===== src/rtl/cache_fill_ctrl_if.sv =====
// Miss/fill bus between the I/D cache tops, main memory and cache_fill_ctrl.
// The master modport is the controller side; the slave modport is the caches/memory side.
interface cache_fill_ctrl_if #(parameter int ADDR_W = 16);
  logic              icache_miss;
  logic [ADDR_W-1:0] icache_addr;
  logic              dcache_miss;
  logic [ADDR_W-1:0] dcache_addr;
  logic              mem_en;
  logic [ADDR_W-1:0] mem_addr;
  logic              mem_data_valid;
  logic [15:0]       mem_data;
  logic              icache_fill_en;
  logic              dcache_fill_en;
  logic [1:0]        fill_op;
  logic [ADDR_W-1:0] fill_addr;
  logic [15:0]       fill_data;
  logic              busy;

  modport master (
    input  icache_miss, icache_addr, dcache_miss, dcache_addr, mem_data_valid, mem_data,
    output mem_en, mem_addr, icache_fill_en, dcache_fill_en, fill_op, fill_addr, fill_data, busy
  );

  modport slave (
    output icache_miss, icache_addr, dcache_miss, dcache_addr, mem_data_valid, mem_data,
    input  mem_en, mem_addr, icache_fill_en, dcache_fill_en, fill_op, fill_addr, fill_data, busy
  );
endinterface


===== src/rtl/cache_fill_ctrl.sv =====
// Cache miss fill controller: arbitrates I/D misses, streams one block from main memory,
// fills it word by word and commits the tag. Define CACHE_ARB_RR_EN for round-robin arbitration.
//
//  state  | meaning
//  IDLE   | no fill; sample misses, latch requester and block base
//  ISSUE  | one memory read per cycle, words 0..WORDS-1; returns written as they arrive
//  DRAIN  | all reads issued, waiting for the remaining returns
//  COMMIT | one-cycle tag/LRU commit to the granted cache
module cache_fill_ctrl #(
  parameter int ADDR_W = 16,
  parameter int WORDS  = 8
) (
  input logic              clk,
  input logic              rst,
  cache_fill_ctrl_if.master bus
);

  localparam int CNT_W = $clog2(WORDS);
  localparam logic [ADDR_W-1:0] OFF_MASK = ADDR_W'(2 * WORDS - 1);
  localparam logic [CNT_W-1:0]  LAST_WORD = CNT_W'(WORDS - 1);

  typedef enum logic [1:0] {IDLE, ISSUE, DRAIN, COMMIT} state_t;

  state_t            state;
  logic [CNT_W-1:0]  issue_cnt;
  logic [CNT_W-1:0]  rcv_cnt;
  logic              rcv_done;
  logic              grant_d;
  logic [ADDR_W-1:0] base;

  logic take;
  logic last_rcv;
  logic commit;
  logic pick_d;

  // Returns are only accepted while a fill is streaming and the block is not yet complete.
  assign take     = (state == ISSUE || state == DRAIN) && !rcv_done && bus.mem_data_valid;
  assign last_rcv = take && (rcv_cnt == LAST_WORD);
  assign commit   = (state == COMMIT);

`ifdef CACHE_ARB_RR_EN
  logic last_d;
  assign pick_d = bus.dcache_miss && (!bus.icache_miss || !last_d);
`else
  assign pick_d = bus.dcache_miss;
`endif

  always_ff @(posedge clk or negedge rst) begin
    if (!rst) begin
      state     <= IDLE;
      issue_cnt <= '0;
      rcv_cnt   <= '0;
      rcv_done  <= 1'b0;
      grant_d   <= 1'b0;
      base      <= '0;
`ifdef CACHE_ARB_RR_EN
      last_d    <= 1'b0;
`endif
    end else begin
      case (state)
        IDLE: begin
          if (bus.dcache_miss || bus.icache_miss) begin
            grant_d   <= pick_d;
            base      <= (pick_d ? bus.dcache_addr : bus.icache_addr) & ~OFF_MASK;
            issue_cnt <= '0;
            rcv_cnt   <= '0;
            rcv_done  <= 1'b0;
            state     <= ISSUE;
`ifdef CACHE_ARB_RR_EN
            // Rotation only advances on a real conflict.
            if (bus.dcache_miss && bus.icache_miss) last_d <= pick_d;
`endif
          end
        end
        ISSUE: begin
          issue_cnt <= issue_cnt + 1'b1;
          if (issue_cnt == LAST_WORD) state <= (rcv_done || last_rcv) ? COMMIT : DRAIN;
        end
        DRAIN: begin
          if (last_rcv) state <= COMMIT;
        end
        COMMIT: state <= IDLE;
        default: state <= IDLE;
      endcase

      if (take) begin
        rcv_cnt <= rcv_cnt + 1'b1;
        if (last_rcv) rcv_done <= 1'b1;
      end
    end
  end

  assign bus.busy     = (state != IDLE);
  assign bus.mem_en   = (state == ISSUE);
  assign bus.mem_addr = bus.mem_en ? (base | ADDR_W'({issue_cnt, 1'b0})) : '0;

  assign bus.fill_op   = commit ? 2'b10 : (take ? 2'b01 : 2'b00);
  assign bus.fill_addr = commit ? base : (take ? (base | ADDR_W'({rcv_cnt, 1'b0})) : '0);
  assign bus.fill_data = take ? bus.mem_data : 16'h0000;

  assign bus.dcache_fill_en = (commit || take) && grant_d;
  assign bus.icache_fill_en = (commit || take) && !grant_d;

endmodule


===== src/flat_wrapper.sv =====
// flat-port wrapper written by rule: the top's interface ports become plain ports
module cache_fill_ctrl_flat 
#(
  parameter int ADDR_W = 16,
  parameter int WORDS  = 8
)
  (clk, rst, bus_icache_miss, bus_icache_addr, bus_dcache_miss, bus_dcache_addr, bus_mem_data_valid, bus_mem_data, bus_mem_en, bus_mem_addr, bus_icache_fill_en, bus_dcache_fill_en, bus_fill_op, bus_fill_addr, bus_fill_data, bus_busy);
  cache_fill_ctrl_if #(.ADDR_W(ADDR_W)) bus_i ();
  input logic clk;
  input logic rst;
  input wire logic [$bits(bus_i.icache_miss)-1:0] bus_icache_miss;
  input wire logic [$bits(bus_i.icache_addr)-1:0] bus_icache_addr;
  input wire logic [$bits(bus_i.dcache_miss)-1:0] bus_dcache_miss;
  input wire logic [$bits(bus_i.dcache_addr)-1:0] bus_dcache_addr;
  input wire logic [$bits(bus_i.mem_data_valid)-1:0] bus_mem_data_valid;
  input wire logic [$bits(bus_i.mem_data)-1:0] bus_mem_data;
  output wire logic [$bits(bus_i.mem_en)-1:0] bus_mem_en;
  output wire logic [$bits(bus_i.mem_addr)-1:0] bus_mem_addr;
  output wire logic [$bits(bus_i.icache_fill_en)-1:0] bus_icache_fill_en;
  output wire logic [$bits(bus_i.dcache_fill_en)-1:0] bus_dcache_fill_en;
  output wire logic [$bits(bus_i.fill_op)-1:0] bus_fill_op;
  output wire logic [$bits(bus_i.fill_addr)-1:0] bus_fill_addr;
  output wire logic [$bits(bus_i.fill_data)-1:0] bus_fill_data;
  output wire logic [$bits(bus_i.busy)-1:0] bus_busy;
  assign bus_i.icache_miss = bus_icache_miss;
  assign bus_i.icache_addr = bus_icache_addr;
  assign bus_i.dcache_miss = bus_dcache_miss;
  assign bus_i.dcache_addr = bus_dcache_addr;
  assign bus_i.mem_data_valid = bus_mem_data_valid;
  assign bus_i.mem_data = bus_mem_data;
  assign bus_mem_en = bus_i.mem_en;
  assign bus_mem_addr = bus_i.mem_addr;
  assign bus_icache_fill_en = bus_i.icache_fill_en;
  assign bus_dcache_fill_en = bus_i.dcache_fill_en;
  assign bus_fill_op = bus_i.fill_op;
  assign bus_fill_addr = bus_i.fill_addr;
  assign bus_fill_data = bus_i.fill_data;
  assign bus_busy = bus_i.busy;
  cache_fill_ctrl #(.ADDR_W(ADDR_W), .WORDS(WORDS)) u_core (.clk(clk), .rst(rst), .bus(bus_i));
endmodule

===== config.mk =====
export PLATFORM = sky130hd
export DESIGN_NAME = cache_fill_ctrl_flat
export DESIGN_NICKNAME = d
export VERILOG_FILES = /design/src/rtl/cache_fill_ctrl_if.sv /design/src/rtl/cache_fill_ctrl.sv /design/src/flat_wrapper.sv
export SDC_FILE = /design/constraint.sdc
export NUM_CORES = 1
export LEC_CHECK = 0
export BUFFER_PORTS_ARGS = -buffer_cell sky130_fd_sc_hd__buf_4
export CAP_MARGIN = 25
export CORE_MARGIN = 3
export CORE_UTILIZATION = 25
export DETAILED_ROUTE_END_ITERATION = 8
export PLACE_DENSITY = 0.6
export SLEW_MARGIN = 10
export SYNTH_ARGS = -nofsm -noshare
export SYNTH_HDL_FRONTEND = slang
export SYNTH_SLANG_ARGS = --single-unit

===== constraint.sdc =====
create_clock -name clk -period 2.1 [get_ports clk]
set_input_delay 0.42 -clock clk [delete_from_list [all_inputs] [get_ports clk]]
set_output_delay 0.42 -clock clk [all_outputs]
set_load 0.05 [all_outputs]

Yosys cells after proc, flatten, opt, wreduce, memory -nomap -nowiden. Cells that the tools add are included.

Word-level logic and storage cells: 58. Flip-flop bits (word level): 22. Bits of input ports: 53. Output and inout port bits: 54.

$add $sub $neg: 2. Bitwise gates (word level): 2. Mux-type cells: 20. Reductions and logical operators: 20. Equality and inequality tests: 8.

Operators with widths (number): 2-to-1 mux 16 bit (5); bitwise OR 16 x 4 -> 16 bit (2); 2-to-1 mux 3 bit (3); 2-to-1 mux 2 bit (4); one-hot mux 2 bit (4 select lines) (1); nonzero test 2 bit (4); adder 3 x 1 -> 3 bit (second input constant) (2); == test 3 bit (second input constant) (2); 2-to-1 mux 1 bit (6); one-hot mux 3 bit (2 select lines) (1); AND reduction 2 bit (3); logical AND 1 bit (5); == test 2 bit (second input constant) (2); logical OR 1 bit (4); inequality test 2 x 1 -> 1 bit (second input constant) (2); AND reduction 3 bit (1); == test 2 x 1 -> 1 bit (second input constant) (1); zero test 1 bit (2); zero test 2 bit (1); inequality test 2 bit (second input constant) (1).

Logic depth before layout (Yosys ltp).
Depth in word-level cells: 9. Depth in mapped cells: 7. Depth with buffers taken out: 5.

Worst setup path before layout. No wires, ideal clock.

Kind: flip-flop to output port. Start: register u_core.state[0]. End: output port bus_fill_addr[1]. Stages on the path, launching flop included: 6. Arrival time: 2.170 ns. Path slack: -0.490 ns. Buffers on the path: 0. Required time: 1.680 ns. Cells stage by stage: dfrtp_1 inv_1 ha_1 nand3b_1 nor2_1 and2_1.

Cells in the longest elaborated chain, start to end: 6. Elaborated cells on any way between the ends: 8. Those cells by class: eq/ne (3); mux (2); reduce/logical (3).

RTL lines: start, declared (line cache_fill_ctrl.sv:24) `state_t state;`; start signal, assigned (line cache_fill_ctrl.sv:77) `if (issue_cnt == LAST_WORD) state <= (rcv_done || last_rcv) ? COMMIT : DRAIN;`; == test 2 x 1 -> 1 bit or == test 2 bit (tied branches) (line cache_fill_ctrl.sv:37) `assign take = (state == ISSUE || state == DRAIN) && !rcv_done && bus.mem_data_valid;`; logical OR 1 bit (line cache_fill_ctrl.sv:37); logical AND 1 bit (2 in series) (line cache_fill_ctrl.sv:37); 2-to-1 mux 16 bit (line cache_fill_ctrl.sv:98) `assign bus.fill_addr = commit ? base : (take ? (base | ADDR_W'({rcv_cnt, 1'b0})) : '0);`; 2-to-1 mux 16 bit * (line cache_fill_ctrl.sv:98); end, declared (line flat_wrapper.sv:22) `output wire logic [$bits(bus_i.fill_addr)-1:0] bus_fill_addr;`.

Mark *: on every way between the ends. The rest lies on a longest branch, timed or not.

Worst setup path in the final report.
Start: register u_core.state[1]. End: output port bus_icache_fill_en.

Cells in the longest elaborated chain, start to end: 6. Elaborated cells on any way between the ends: 8. Those cells by class: eq/ne (3); reduce/logical (5).

RTL lines: == test 2 x 1 -> 1 bit or == test 2 bit (tied branches) (line cache_fill_ctrl.sv:37); logical OR 1 bit (line cache_fill_ctrl.sv:37); logical AND 1 bit (2 in series) (line cache_fill_ctrl.sv:37); logical OR 1 bit * (line cache_fill_ctrl.sv:102) `assign bus.icache_fill_en = (commit || take) && !grant_d;`; logical AND 1 bit * (line cache_fill_ctrl.sv:102); end, declared (line flat_wrapper.sv:19) `output wire logic [$bits(bus_i.icache_fill_en)-1:0] bus_icache_fill_en;`.

Marks and branches as above.

==> results.yml <==
status:
  status: "finished, violations left"
  violations: "negative setup slack"
timing:
  holdWs_ns: 0.0363
  fin_ws_ns: -0.0458
  rsz0062_at_grt: "yes"
  finClkSkew_ns: 0.00568
  hold_viol: 0
  fmax_mhz: 466
  setup_viol: 14
  period_needed_ns: 2.15
  period_share_pct: 102
  drv_slew: 0
yosys:
  ys_seq_area_share_pct: 36.9
  synth-edff-count: 0
  async_flop_share_pct: 100
  avgSynthCellArea_um2: 9.27
  yosys.area.top_type_share_pct: 36.9
  synthTopCellsByArea: "dfrtp_1 (37%), and2_1 (15%), mux2i_1 (8.0%)"
  synth_flop_cell: "dfrtp_1"
  synth-seq-cells: 22
  yosys_warnings: 0
  synth_cell_types: 31
  syn_area_um2: 1490
  syn-instance-count: 161
  yosys.area.top_type: "dfrtp_1"
detailed_routing:
  vias_per_cell: 4.40
  wl_um: 4400
  met1_length_um: 1800
  drc: 0
  wl_met2_um: 2370
  met3WireLength_um: 187
  route.vias.total: 1470
  wl_per_cell_um: 13.2
  maxUsedRoutingLayer: "met4"
  dr.first_iter.drc_count: 46
  ant_nets: 0
  dr.pass1.iters: 2
final_layout:
  final_layout_size_suffix_gt1_share_pct: 61.1
  final_area_um2: 2750
  antenna-diode-count: 0
  final-seq-area_um2: 551
  nFillCells: 584
  layout.nets: 325
  multi_input_area_um2: 1030
  final_cells: 334
  area_delta_synth_final_pct: 84.3
floorplan:
  fp.dieW_um: 83.3
  rows: 27
  initial_core_util_pct: 26.5
  die_h_um: 83.3
  fp.coreArea_um2: 5640
  ioPinCount: 107
  die_area_um2: 6930
place:
  numPortBuffers: 96
  placed_area_um2: 2380
  dp_slack_ns: 0.104
  gp_congestion: 0.760
  dp_cells: 324
  dp_hpwl_um: 3230
power_and_ir_drop:
  pwr-share-comb_pct: 79.0
  power_frac_seq_pct: 15.0
  power.density_nw_per_um2: 1830
  power.internal_w: 0.00242
  clockPowerShare_pct: 6.1
  ir_worst_vdd_mv: 1.09
  p_leak_nw: 1.39
  net-switching-power_w: 0.00261
  total_power_w: 0.00503
  power.share.switching_pct: 52.0
global_routing:
  grt_pass1_vias: 1489
  grt_first_pass_wirelength_um: 7090
  grt_usage_pct: 12.3
  globalRouteOverflowTotal: 0
  grt_max_degree: 24
  antenna_found_initial: 0
critical_path:
  cp-end-kind: "primary output"
  start_kind: "flop"
  path_max_fanout: 7
  crit_type: "flop to primary output"
  r2r_cells: 7
  worstPathArrival_ns: 1.73
  cp_data_required_time_ns: 1.68
clock_tree:
  cts_buffer_depth: 2
  clk_latency_ns: 0.26
  clk_pin_slew_ns: 0.08
  h-tree-depth: 1
  cts_tree: "done"
  numCtsBuffers: 3
  root_buffer: "clkbuf_8"
  clock-sinks: 22
run:
  maxCapViolCount: 0
hold_path:
  hp-class: "primary input to async pin"
==> final cells by class <==
cell class                      instances  area share, %
Sequential cell                        22           20.0
Timing Repair Buffer                  108           37.0
Clock buffer                            4           2.00
Inverter                                3          0.409
Multi-Input combinational cell        125           37.3
Tap cell                               72           3.27
==> logic make-up (layout without fill, tap and decap cells) <==
family / Yosys count / count (layout) / synth area share [%]
multiplexers: 13 / 13 / 8.80
AND/OR/NAND/NOR: 76 / 76 / 30.2
adder cells (fa/ha/maj): 9 / 9 / 7.54
AO/OA/AOI/OAI: 25 / 25 / 11.3
other: 1 / 2 / 0.251
flip-flops: 22 / 22 / 36.9
buffers and inverters: 15 / 115 / 5.03
==> power groups by stage <==
stage	clock, W	combinational (W)	sequential, W
global placement	0	0.00335	0.000749
detailed placement	0	0.00338	0.000754
CTS	0.000321	0.00375	0.000748
finish	0.000305	0.00397	0.000753
global route	0.000345	0.00421	0.000784
floorplan	0	0.00243	0.000730
==> critical path: stages, from the launching register on <==
cell	delay, ns
dfrtp_1	0.39
inv_2	0.09
ha_4	0.21
and3b_2	0.22
nor2_4	0.15
clkbuf_16	0.21
nor2_2	0.04
buf_6	0.15
==> stage by stage <==
stage	util, %	TNS (ns)
finish	48.8	-0.381
global route	48.8	-2.71
CTS	45.6	-1.86
detailed placement	42.2	0
global placement	42.2	0
floorplan	-	-1.94
==> routing by layer <==
metal  global-route usage [%]  up-vias
met3                     3.27        4
met1                     14.6      688
met2                     22.3       37
met5                        0        -
li1                         -      741
met4                     2.23        0
==> synth_stat cells, drive strengths merged (2+ instances only) <==
library cell  count
and2             35
a2111oi           2
nor3b             2
inv               3
o21ai            15
clkbuf            3
ha                9
nand2            15
dfrtp            22
a32o              2
mux2i            12
buf               9
nor2b            14
a22o              3
nor2              4
==> sequential cells by signal, summed over array words and instances (netlist names) <==
signal            count
u_core.rcv_cnt        3
u_core.state          2
u_core.base          12
u_core.issue_cnt      3
u_core.rcv_done       1
u_core.grant_d        1
==> cell usage in the layout, fill, tap and decap left out, drive strengths merged, types with 2 or more instances in the layout <==
cell type and instances:
dfrtp 22, a2111oi 2, nand2 15, and2 35, a32o 2, nor3b 2, inv 3, ha 9
mux2i 12, nor2b 14, buf 107, o21ai 15, clkbuf 5, a22o 3, conb 2, nor2 4
==> path summary, 6_finish.rpt <==
kind / from / to / slack [ns]
max reg2reg: u_core.state[1]$_DFFE_PN0P_ / u_core.state[1]$_DFFE_PN0P_ / 0.25
max: u_core.state[1]$_DFFE_PN0P_ / bus_icache_fill_en / -0.05
min in group clk: bus_icache_addr[11] / u_core.base[11]$_DFFE_PN0P_ / 0.42
min: rst / u_core.issue_cnt[0]$_DFFE_PN0P_ / 0.04
min reg2reg: u_core.base[5]$_DFFE_PN0P_ / u_core.base[5]$_DFFE_PN0P_ / 0.50
max in group asynchronous: rst / u_core.base[8]$_DFFE_PN0P_ / 1.82
==> what timing repair did <==
item	CTS	global route
hold buffers	0	0
buffers inserted	3	2
pin swaps	2	1
gates cloned	1	0
resized for setup	22	44
setup endpoints to repair	33	33
Power figures use the tool's default switching activity.
